### src/rtl/synth_voice_pkg.sv
// rtl/synth_voice_pkg.sv - shared types, LFSR constants and quarter-wave sine table for synth_voice
package synth_voice_pkg;

    typedef enum logic [1:0] {
        ENV_IDLE    = 2'd0,
        ENV_ATTACK  = 2'd1,
        ENV_SUSTAIN = 2'd2,
        ENV_RELEASE = 2'd3
    } env_state_t;

    typedef enum logic [2:0] {
        WAVE_PULSE = 3'b000,
        WAVE_TRI   = 3'b001,
        WAVE_SINE  = 3'b010,
        WAVE_SAW   = 3'b011,
        WAVE_NOISE = 3'b100
    } wave_sel_t;

    // x^15 + x^14 + 1: feedback taps are the two top bits of a left-shifting register
    localparam logic [14:0] LFSR_SEED  = 15'h7FFF;
    localparam int          LFSR_TAP_A = 14;
    localparam int          LFSR_TAP_B = 13;

    // round(127*sin(pi*i/128)) for i = 0..63; entry 64 (the peak, 127) is implied
    localparam logic [6:0] SINE_QUARTER [0:63] = '{
        7'd0,   7'd3,   7'd6,   7'd9,   7'd12,  7'd16,  7'd19,  7'd22,
        7'd25,  7'd28,  7'd31,  7'd34,  7'd37,  7'd40,  7'd43,  7'd46,
        7'd49,  7'd51,  7'd54,  7'd57,  7'd60,  7'd63,  7'd65,  7'd68,
        7'd71,  7'd73,  7'd76,  7'd78,  7'd81,  7'd83,  7'd85,  7'd88,
        7'd90,  7'd92,  7'd94,  7'd96,  7'd98,  7'd100, 7'd102, 7'd104,
        7'd106, 7'd107, 7'd109, 7'd111, 7'd112, 7'd113, 7'd115, 7'd116,
        7'd117, 7'd118, 7'd120, 7'd121, 7'd122, 7'd122, 7'd123, 7'd124,
        7'd125, 7'd125, 7'd126, 7'd126, 7'd126, 7'd127, 7'd127, 7'd127
    };

endpackage

### src/rtl/synth_voice_sine_lut.sv
// rtl/synth_voice_sine_lut.sv - combinational 8-bit sine lookup folded from a quarter-wave table
module synth_voice_sine_lut
    import synth_voice_pkg::*;
(
    input  logic [7:0] idx,
    output logic [7:0] value
);

    logic [5:0] k;
    logic [6:0] mag;

    // Quadrants 1 and 3 mirror the table; their k=0 point is the peak, which the table omits
    always_comb begin
        k   = idx[5:0];
        mag = 7'd0;
        if (!idx[6]) begin
            mag = SINE_QUARTER[k];
        end else if (k == 6'd0) begin
            mag = 7'd127;
        end else begin
            mag = SINE_QUARTER[6'd0 - k];
        end
        if (idx[7]) begin
            value = 8'd128 - {1'b0, mag};
        end else begin
            value = 8'd128 + {1'b0, mag};
        end
    end

endmodule

### src/rtl/synth_voice.sv
// rtl/synth_voice.sv - phase-accumulator voice with ASR envelope; noise source under SYNTH_VOICE_NOISE_EN
module synth_voice
    import synth_voice_pkg::*;
#(
    parameter int PHASE_W = 24,
    parameter int INC_W   = 16,
    parameter int OUT_W   = 11,
    parameter int ENV_W   = 8
) (
    input  logic               clk,
    input  logic               rst_n,
    input  logic               sample_tick,
    input  logic [INC_W-1:0]   phase_inc,
    input  logic [2:0]         waveform,
    input  logic [7:0]         duty,
    input  logic               gate,
    input  logic [ENV_W-1:0]   attack_rate,
    input  logic [ENV_W-1:0]   release_rate,
    input  logic [ENV_W-1:0]   sustain_level,
    output logic [OUT_W-1:0]   out,
    output logic               out_valid,
    output logic [1:0]         env_state,
    output logic               busy
);

    localparam int              PW  = OUT_W + ENV_W + 2;
    localparam logic [OUT_W-1:0] MID = {1'b1, {(OUT_W-1){1'b0}}};

    logic [PHASE_W-1:0] phase;
    logic [7:0]         idx;
    logic [7:0]         sine_val;
    logic [7:0]         raw8;
    logic [OUT_W-1:0]   raw_full;
    logic signed [OUT_W:0] diff;
    logic signed [PW-1:0]  prod;
    logic [OUT_W-1:0]   out_next;
    logic               unused_prod;

    env_state_t         env_q;
    logic [ENV_W-1:0]   level;
    logic [ENV_W:0]     attack_sum;

    assign idx = phase[PHASE_W-1 -: 8];

    synth_voice_sine_lut u_sine (
        .idx   (idx),
        .value (sine_val)
    );

`ifdef SYNTH_VOICE_NOISE_EN
    logic [14:0] lfsr;

    // Noise register steps once per sample regardless of the selected waveform
    always_ff @(posedge clk or negedge rst_n) begin
        if (!rst_n) begin
            lfsr <= LFSR_SEED;
        end else if (sample_tick) begin
            lfsr <= {lfsr[13:0], lfsr[LFSR_TAP_A] ^ lfsr[LFSR_TAP_B]};
        end
    end
`endif

    // Phase accumulator; the increment is zero-extended and wraps naturally
    always_ff @(posedge clk or negedge rst_n) begin
        if (!rst_n) begin
            phase <= '0;
        end else if (sample_tick) begin
            phase <= phase + PHASE_W'(phase_inc);
        end
    end

    // Select the 8-bit shape; unknown codes sit at midscale so the voice is silent
    always_comb begin
        raw8 = 8'h80;
        case (waveform)
            WAVE_PULSE: raw8 = (idx < duty) ? 8'hFF : 8'h00;
            WAVE_TRI:   raw8 = idx[7] ? {~idx[6:0], 1'b0} : {idx[6:0], 1'b0};
            WAVE_SINE:  raw8 = sine_val;
            WAVE_SAW:   raw8 = idx;
`ifdef SYNTH_VOICE_NOISE_EN
            WAVE_NOISE: raw8 = lfsr[14:7];
`endif
            default:    raw8 = 8'h80;
        endcase
    end

    // Scale the signed deviation from midscale by the envelope level (floor division by 2^ENV_W)
    assign raw_full    = OUT_W'(raw8) << (OUT_W - 8);
    assign diff        = $signed({1'b0, raw_full}) - $signed({1'b0, MID});
    assign prod        = PW'(diff) * PW'($signed({1'b0, level}));
    assign out_next    = MID + prod[ENV_W +: OUT_W];
    assign unused_prod = ^{prod[ENV_W-1:0], prod[PW-1:OUT_W+ENV_W]};

    assign attack_sum  = {1'b0, level} + {1'b0, attack_rate};

    // Envelope FSM: saturating attack to sustain, tracking sustain, release to zero
    always_ff @(posedge clk or negedge rst_n) begin
        if (!rst_n) begin
            env_q <= ENV_IDLE;
            level <= '0;
            busy  <= 1'b0;
        end else if (sample_tick) begin
            case (env_q)
                ENV_IDLE: begin
                    if (gate) begin
                        env_q <= ENV_ATTACK;
                        busy  <= 1'b1;
                    end
                end
                ENV_ATTACK: begin
                    if (!gate) begin
                        env_q <= ENV_RELEASE;
                    end else if (attack_sum >= {1'b0, sustain_level}) begin
                        level <= sustain_level;
                        env_q <= ENV_SUSTAIN;
                    end else begin
                        level <= attack_sum[ENV_W-1:0];
                    end
                end
                ENV_SUSTAIN: begin
                    level <= sustain_level;
                    if (!gate) begin
                        env_q <= ENV_RELEASE;
                    end
                end
                ENV_RELEASE: begin
                    if (gate) begin
                        env_q <= ENV_ATTACK;
                    end else if (level <= release_rate) begin
                        level <= '0;
                        env_q <= ENV_IDLE;
                        busy  <= 1'b0;
                    end else begin
                        level <= level - release_rate;
                    end
                end
                default: begin
                    env_q <= ENV_IDLE;
                    level <= '0;
                    busy  <= 1'b0;
                end
            endcase
        end
    end

    assign env_state = env_q;

    // Output sample register, built from the state as it was before this tick
    always_ff @(posedge clk or negedge rst_n) begin
        if (!rst_n) begin
            out       <= MID;
            out_valid <= 1'b0;
        end else begin
            out_valid <= sample_tick;
            if (sample_tick) begin
                out <= out_next;
            end
        end
    end

endmodule
### config.mk
export PLATFORM = sky130hd
export DESIGN_NAME = synth_voice
export DESIGN_NICKNAME = d
export VERILOG_FILES = /design/src/rtl/synth_voice_pkg.sv /design/src/rtl/synth_voice_sine_lut.sv /design/src/rtl/synth_voice.sv
export SDC_FILE = /design/constraint.sdc
export NUM_CORES = 1
export LEC_CHECK = 0
export ABC_AREA = 1
export BUFFER_PORTS_ARGS = -buffer_cell sky130_fd_sc_hd__buf_2
export CAP_MARGIN = 20
export CORE_MARGIN = 3
export CORE_UTILIZATION = 43
export CTS_CLUSTER_DIAMETER = 150
export DETAILED_ROUTE_END_ITERATION = 16
export GPL_ROUTABILITY_DRIVEN = 0
export HOLD_SLACK_MARGIN = 0.06
export PLACE_DENSITY = 0.72
export SLEW_MARGIN = 15
export SYNTH_ARGS = -nofsm -noshare
export SYNTH_HDL_FRONTEND = slang
export SYNTH_SLANG_ARGS = --single-unit
### constraint.sdc
create_clock -name clk -period 19.1 [get_ports clk]
set_clock_uncertainty 0.2 [all_clocks]
set_input_delay 0 -clock clk [delete_from_list [all_inputs] [get_ports clk]]
set_output_delay 0 -clock clk [all_outputs]
set_load 0.01 [all_outputs]
==> results of run 1 <==
flip-flops by register name, indices dropped and copies added (netlist names):
register	cells
busy	1
env_state	2
level	8
out	11
out_valid	1
phase	24
kinds of logic (layout without fill, tap and decap cells):
family | Yosys count | after routing | share of synthesized area (%)
compound gates | 188 | 188 | 13.9
xor+xnor | 41 | 41 | 4.59
fa+ha+maj | 143 | 143 | 27.6
buf+inv | 232 | 310 | 11.5
flops | 47 | 47 | 14.7
mux | 1 | 1 | 0.141
simple gates | 489 | 489 | 27.6
placed cells by master (no fill, tap or decap), types with 3 or more instances in the layout:
master           n
xor2_1          26
o2111ai_1        3
nand2_2         14
nand2_1        268
fa_1            55
nand3b_1         3
ha_1            88
o211ai_1        11
inv_1          188
dfrtp_1         46
nor3_1          14
a31oi_1         10
xnor2_1         14
inv_2           12
o21ai_1         10
nand3_1         69
o21a_1           3
nand4_1         14
nor2_1          77
a21oi_1         71
buf_4            3
o21bai_1         5
nand3_2         11
nor2_4           5
nand2_4          5
o21ai_0         50
buf_2           69
o22ai_1          3
dlygate4sd3_1   28
nor2_2           3
clkbuf_16        5
layer usage:
metal	GRT usage [%]	part of all wire [%]	up-vias
met4	5.95	2.2	0
met2	30.8	43	320
met1	28.9	48	3457
met5	0	0	-
li1	-	-	3845
met3	3.02	7.2	31
worst paths after layout:
check / end / slack (ps)
min in group asynchronous: phase[22] / 140
max in group asynchronous: level[6] / 18130
worst min-delay path: phase[3] / 60
worst min register to register: out[10] / 270
worst max register to register: out[9] / 11280
worst max-delay path: out[9] / 11280
tightest hold or removal path, delay by kind of cell:
family                   cells  cell delay, ps
adder cells (fa/ha/maj)      1             180
buffers and inverters        1              90
AO/OA/AOI/OAI                1             190
AND/OR/NAND/NOR              1              60
stage by stage:
step,setup slack [ps],hold slack [ps],std cells,instance area [um^2]
after floorplan,12290,-496,1141,7990
after global placement,11580,-53.4,1412,8490
after detailed placement,11380,-48.6,1412,8490
after CTS,11340,63.8,1448,8940
after global routing,10600,128,1448,8940
final,11280,59.9,1448,8940
final cells by class:
cell class	instances	share of cell area [%]
tap	229	3.21
timing repair buffer	100	7.25
sequential	47	13.2
inverter	202	8.53
clock inverter	3	0.518
multi-input combinational	862	65.9
clock buffer	5	1.40
==> metrics, run 1 <==
status finished clean; synth top area cells dfrtp_1 14%, fa_1 14%, ha_1 14%, nand2_1 13%, inv_1 8.8%; hold buffer count at CTS 28; TritonCTS clock tree built; Distinct cells, synth 57; register area 1180 um^2; number of global-route vias before repair 7,147; Final setup violation count 0; Crit path depth 37; WP data required roughly 19,000 ps; CP endpoint kind flip-flop; post-route ant nets 0; initial antenna violation count 0; Post-Syn Area 7990 um^2; Avg Inst Size Synth ~7.0 um^2; dpl hpwl around 16 mm; synth warn 0; cells after synthesis approximately 1,100; Port Buffers about 70; CTS max path bufs 2; drt initial violations roughly 530; Worst path max stage delay ~770 ps; setup bufs post-CTS 0; top-area cell type share of the netlist area between 10 and 15%; largest area contributor in the netlist dfrtp_1; post-cts sizing count 0; Tcrit/Tclk final around 40%; Root Buffer clkbuf_16; EDFF count, synth 0; number of fill cells in the layout 1,765; area of the core 18,100 um^2; synthesis-stage register bit count 47; global-route wire length before repair 33.7 mm; largest net degree at the start of global routing approximately 50; Initial Utilization about 44%; Async S/R FF share, synth 100%; H-tree levels 2; top-count cell post-synth nand2_1; Crit Reg-Reg Startpoint phase[16]; Antenna Cells 0; Total GRT Usage roughly a fifth; CP Launch Type flip-flop; Worst Max-Slew Pin Slew a little over 800 ps; CTS clock-pin slew for the worst setup and hold paths 80 ps; setup TNS 0 ps; Min-Delay Startpoint phase_inc[3]; max-slew violations 0; multi-input logic area ~6000 um^2; chip height approximately 140 um; minimum clock period 7820 ps; Die Width approximately 140 um; DR vias around 7,700; HP Class primary input to flip-flop; RSZ-0062 raised after global routing no; Slew HR a little under half; hold depth 4; wire per inst 13.7 um; post-synthesis sequential area ratio between 10% and 20%; DIE AREA about 20,000 um^2; CTS buffer count 5; WP buf/inv 8; share of cells above drive strength 1 12.0%; fmax between 100 and 150 MHz; crit path max-delay cell type fa_1; Area Growth Syn to Fin 11.9%; Worst EP arrival slightly below 8000 ps; Residual DRC 0; worst setup path class flip-flop to flip-flop; CP max FO 15; Congestion Overflow GR 0; nets@finish approximately 1,400; CP Launch Point phase[16]; Synth Net Count ~1,300; delay-heaviest family, CP adder cells; max cap viols 0; DR pass1 iterations 5; WL final roughly 20 mm; Top Ports 70; Fin. Hold Viols 0; CTS sink count 47; standard-cell row count slightly below 50; vias per cell 5.29; R2R cell count 37; Top FF cell, synth dfrtp_1; Finished Core Util roughly half; Skew-Pair Late Insertion Delay a little over 300 ps; top cells by count, synth 268 x nand2_1, 188 x inv_1, 88 x ha_1
Power of run 1 is left out: the tool's default activity adds up to more than one toggle a clock period on the data nets, which glitch-free logic cannot reach.
==> run 2: changes to the inputs <==
PLACE_DENSITY = 0.74   (was 0.72)
clock period = 6.3 ns   (was 19.1 ns; I/O delays follow)
==> run 2 against run 1 <==
Register-to-register slack worse by 11000 ps; flip-flop and latch count stayed put; routed wire length is 13% higher; largest cell class unchanged; hold slack better by 4.0 ps; setup slack worse by 11000 ps; via count is 7.4% higher; first-iteration DRC count is 9.1% higher; design area is 12% higher; maximum frequency is 22% higher; cell count is 5.2% higher; non-clock buffer count is 76 higher; the run now ends with negative setup slack left; core utilization is 5.9 points higher.
==> metrics, run 2 (synthesized netlist as in run 1, its figures left out) <==
CP Launch Point phase[17]; dpl cell area 8990 um^2 (+5.9%); vias per cell 5.39 (+2.1%); crit path max-delay cell type fa_1; Initial Utilization 44.2% (unchanged); Fin. Hold Viols 0 (unchanged); chip height 142 um (unchanged); drt initial violations 573 (+9.1%); largest registers phase (24), out (11), level (8); Area Growth Syn to Fin 25.3%; Antenna Cells 0 (unchanged); worst setup path class flip-flop to flip-flop; Largest Register phase; CP endpoint kind flip-flop; status complete, but fails checks; global-route wire length before repair 35.9 mm (+6.5%); area of the core 18,100 um^2 (unchanged); DIE AREA 20,300 um^2 (unchanged); Root Buffer clkbuf_16; commonest non-fill, non-tap cell in the layout nand2_1; standard-cell row count 49 (unchanged); Congestion Overflow GR 0 (unchanged); DR vias 8,221 (+7.4%); CTS clock-pin slew for the worst setup and hold paths 80 ps (about the same); Largest register FFs 24 (unchanged); CP Launch Type flip-flop; Worst EP arrival 6380 ps (-1460 ps); minimum clock period 6400 ps (-1410 ps); initial antenna violation count 0 (unchanged); share of cells above drive strength 1 23.2% (+11 points); HP Class primary input to flip-flop; post-route ant nets 0 (unchanged); Final setup violation count 3 (+3); max cap viols 0 (unchanged); reg2reg setup slack -100 ps (-11,390 ps); WL final 22.4 mm (+13%); r2r endpoint out[7]; leading cell types in the layout, fill and taps excluded 249 x nand2_1, 177 x inv_1, 76 x buf_4; Residual DRC 0 (unchanged); Worst path max stage delay 540 ps (-230 ps); RSZ-0062 raised after global routing yes; Top Ports 70 (unchanged); CTS sink count 47 (unchanged); Port Buffers 69 (unchanged); CP max FO 8 (-7); Finished Cell Area 10,000 um^2 (+12%); H-tree levels 2 (unchanged); CTS max path bufs 2 (unchanged); Slew HR 52.7% (+6.5 points); nets@finish 1,492 (+5.4%); TritonCTS clock tree built; fmax 156 MHz (+22%); Crit Reg-Reg Startpoint phase[17]; wire per inst 14.7 um (+7.1%); Tcrit/Tclk final 102% (+61 points); Skew-Pair Late Insertion Delay 310 ps (about the same); worst setup margin -102 ps (-11,390 ps); Worst Max-Slew Pin Slew 704 ps (-103 ps); failing checks negative setup slack; number of global-route vias before repair 7,914 (+11%); Setup crit end out[7]; R2R cell count 35 (-5.4%); CTS buffer count 5 (unchanged); Die Width 142 um (unchanged); dpl hpwl 16.9 mm (+7.5%); Total GRT Usage 21.3% (+1.3 points); largest net degree at the start of global routing 49 (unchanged); DR pass1 iterations 7 (+2); WP data required 6280 ps (-12,840 ps); Most common cell on crit path buf_4; max-slew violations 0 (unchanged); Finished Core Util 55.4% (+5.9 points)
run 2: cell count changes in the layout (fill, tap and decap cells not counted), moves of 7 or more:
cell / delta
inv_2: +7
nand2_2: +14
nand2_1: -19
buf_4: +73
inv_1: -11
ha_1: -17
ha_4: +15
o21ai_0: -10
run 2: final cells by class:
cell class,instances,area [um^2]
inverter,202,777
clock inverter,3,46.3
timing repair buffer,176,1250
multi-input combinational,862,6350
fill,1632,8070
tap,229,287
clock buffer,5,125
sequential,47,1180
run 2: through the flow:
step                      setup WS, ps  hold WS (ps)  std cells  TNS (ps)
final                             -102          64.0       1524      -232
after global routing              -466           124       1524     -1500
after CTS                        -21.9          66.1       1509     -21.9
after detailed placement          -137         -47.3       1470      -252
after global placement            14.3         -52.2       1470         0
after floorplan                   7.61          -496       1141         0
run 2: metal layers:
layer | wire length (um) | vias up | GRT usage (%)
met1 | 9620 | 3800 | 28.3
met5 | 0 | - | 0
met3 | 1760 | 67 | 2.89
met2 | 10400 | 374 | 36.2
li1 | - | 3980 | -
met4 | 673 | 0 | 6.15
run 2: critical path: cells and delay by family, from the launching register on:
kind / cells / cell delay (ps)
fa+ha+maj: 8 / 2830
simple gates: 12 / 1260
buf+inv: 8 / 740
compound gates: 6 / 680
flops: 1 / 440
xor+xnor: 1 / 120
run 2: worst min path at each step:
| stage | cells after the start | end | start |
|---|---|---|---|
| final | 4 | phase[15] | phase_inc[15] |
| after global routing | 4 | phase[15] | phase_inc[15] |
| after CTS | 4 | phase[15] | phase_inc[15] |
| after detailed placement | 2 | out_valid | rst_n |
| after global placement | 2 | out_valid | rst_n |
| after floorplan | 0 | busy | rst_n |
run 2: repair_timing:
item	in CTS	in global routing
gates resized for setup	13	88
endpoints found under the hold margin	82	0
buffers inserted	3	16
setup endpoints to repair	4	8
hold buffers	28	0
pin swaps	5	54
Power of run 2 is left out for the same reason.
==> run 3: changes to the inputs <==
SKIP_CTS_REPAIR_TIMING = 1   (was unset)
==> run 3 against run 2 <==
Core utilization decreased by 1.1 points; die area unchanged; setup slack got worse by 26 ps; largest cell class unchanged; clock-buffer cell count unchanged; via count decreased by 1.7%; critical path type unchanged; first-iteration DRC count increased by 20%; the flow still finishes with violations (negative setup slack); critical path depth increased by 1.
==> metrics, run 3 (synthesized netlist as in run 1, its figures left out) <==
global-route wire length before repair 34.8 mm (-3.2%); fmax 156 MHz (-0.41%); failing checks negative setup slack; minimum clock period 6430 ps (+26.1 ps); CTS max path bufs 2 (unchanged); largest registers phase (24), out (11), level (8); crit path max-delay cell type fa_1; Worst EP arrival 6400 ps (+20 ps); H-tree levels 2 (unchanged); leading cell types in the layout, fill and taps excluded 249 x nand2_1, 179 x inv_1, 73 x nor2_1, 73 x ha_1, 69 x buf_2; Residual DRC 0 (unchanged); Fin. Hold Viols 0 (unchanged); Port Buffers 69 (unchanged); Initial Utilization 44.2% (unchanged); standard-cell row count 49 (unchanged); DR vias 8,083 (-1.7%); TritonCTS clock tree built; wire per inst 14.6 um (-0.67%); reg2reg setup slack -130 ps (-30 ps); CP Launch Point phase[17]; Top Ports 70 (unchanged); r2r endpoint out[9]; RSZ-0062 raised after global routing yes; number of fill cells in the layout 1,670 (+2.3%); Congestion Overflow GR 0 (unchanged); largest net degree at the start of global routing 49 (unchanged); Largest register FFs 24 (unchanged); Largest Register phase; worst setup margin -128 ps (-26.1 ps); CTS buffer count 5 (unchanged); R2R cell count 36 (+2.9%); CP endpoint kind flip-flop; post-route ant nets 0 (unchanged); DIE AREA 20,300 um^2 (unchanged); Slew HR 51.1% (-1.6 points); setup TNS -194 ps (+38.2 ps); max-slew violations 0 (unchanged); drt initial violations 687 (+20%); register area 1180 um^2 (unchanged); chip height 142 um (unchanged); Crit Reg-Reg Startpoint phase[17]; WL final 22.0 mm (-1.8%); CP Launch Type flip-flop; Finished Cell Area 9820 um^2 (-1.9%); Most common cell on crit path nand2_1; multi-input logic area 6310 um^2 (-0.65%); Tcrit/Tclk final 102% (+0.41 points); Total GRT Usage 20.6% (-0.68 points); CTS clock-pin slew for the worst setup and hold paths 80 ps (about the same); Final setup violation count 2 (-1); dpl hpwl 16.9 mm (unchanged); Die Width 142 um (unchanged); status complete, but fails checks; vias per cell 5.37 (-0.50%); share of cells above drive strength 1 22.2% (-1.0 points); HP Class primary input to flip-flop; Area Growth Syn to Fin 22.9%; Root Buffer clkbuf_16; CP max FO 8 (unchanged); area of the core 18,100 um^2 (unchanged); Skew-Pair Late Insertion Delay 300 ps (about the same); Worst path max stage delay 540 ps (about the same); worst setup path class flip-flop to flip-flop; hold slack 13.9 ps (-50.1 ps); Finished Core Util 54.3% (-1.1 points); Antenna Cells 0 (unchanged); Worst Max-Slew Pin Slew 728 ps (+24.2 ps); max cap viols 0 (unchanged); nets@finish 1,474 (-1.2%); Setup crit end out[9]; CTS sink count 47 (unchanged); initial antenna violation count 0 (unchanged); WP data required 6280 ps (about the same); commonest non-fill, non-tap cell in the layout nand2_1; number of global-route vias before repair 7,619 (-3.7%); dpl cell area 8990 um^2 (unchanged); DR pass1 iterations 5 (-2)
==> run 3: changes by cell type in the layout (fill, tap and decap cells not counted), sizes merged <==
cell and delta:
dlygate4sd3 -7, buf -11
==> run 3: layer usage <==
layer | vias to the layer above | part of all wire (%) | global-route usage (%)
met5 | - | 0 | 0
met4 | 0 | 2.5 | 5.35
met3 | 49 | 8.1 | 2.79
met2 | 374 | 46 | 34.4
met1 | 3714 | 44 | 28.2
li1 | 3946 | - | -
==> run 3: worst min path at each step <==
stage | start | endpoint | slack, ps | cells after the start
6_report | phase_inc[11] | phase[11] | 10 | 5
5_1_grt | phase_inc[11] | phase[11] | 70 | 5
4_1_cts | rst_n | phase[12] | -370 | 2
3_5_place_dp | rst_n | out_valid | -50 | 2
3_3_place_gp | rst_n | out_valid | -50 | 2
2_1_floorplan | rst_n | busy | -500 | 0
==> run 3: stage by stage <==
step	std cells	setup slack, ps
floorplan	1141	7.61
CTS	1478	-169
global route	1506	-526
finish	1506	-128
detailed placement	1470	-137
global placement	1470	14.3
==> run 3: worst max-delay path: cells and delay by family (launching register included) <==
kind            cells  cell delay, ps
simple gates       15            1490
buf+inv             5             350
fa+ha+maj           8            2860
xor+xnor            1             150
compound gates      7             790
flops               1             440
==> run 3: area by class of cell <==
| cell class | instances | area share (%) |
|---|---|---|
| clock inverters | 3 | 0.472 |
| well taps | 229 | 2.92 |
| multi-input cells | 862 | 64.3 |
| flip-flops and latches | 47 | 12.0 |
| clock buffers | 5 | 1.27 |
| inverters | 202 | 7.91 |
| repair buffers | 158 | 11.2 |
Power of run 3 is left out for the same reason.
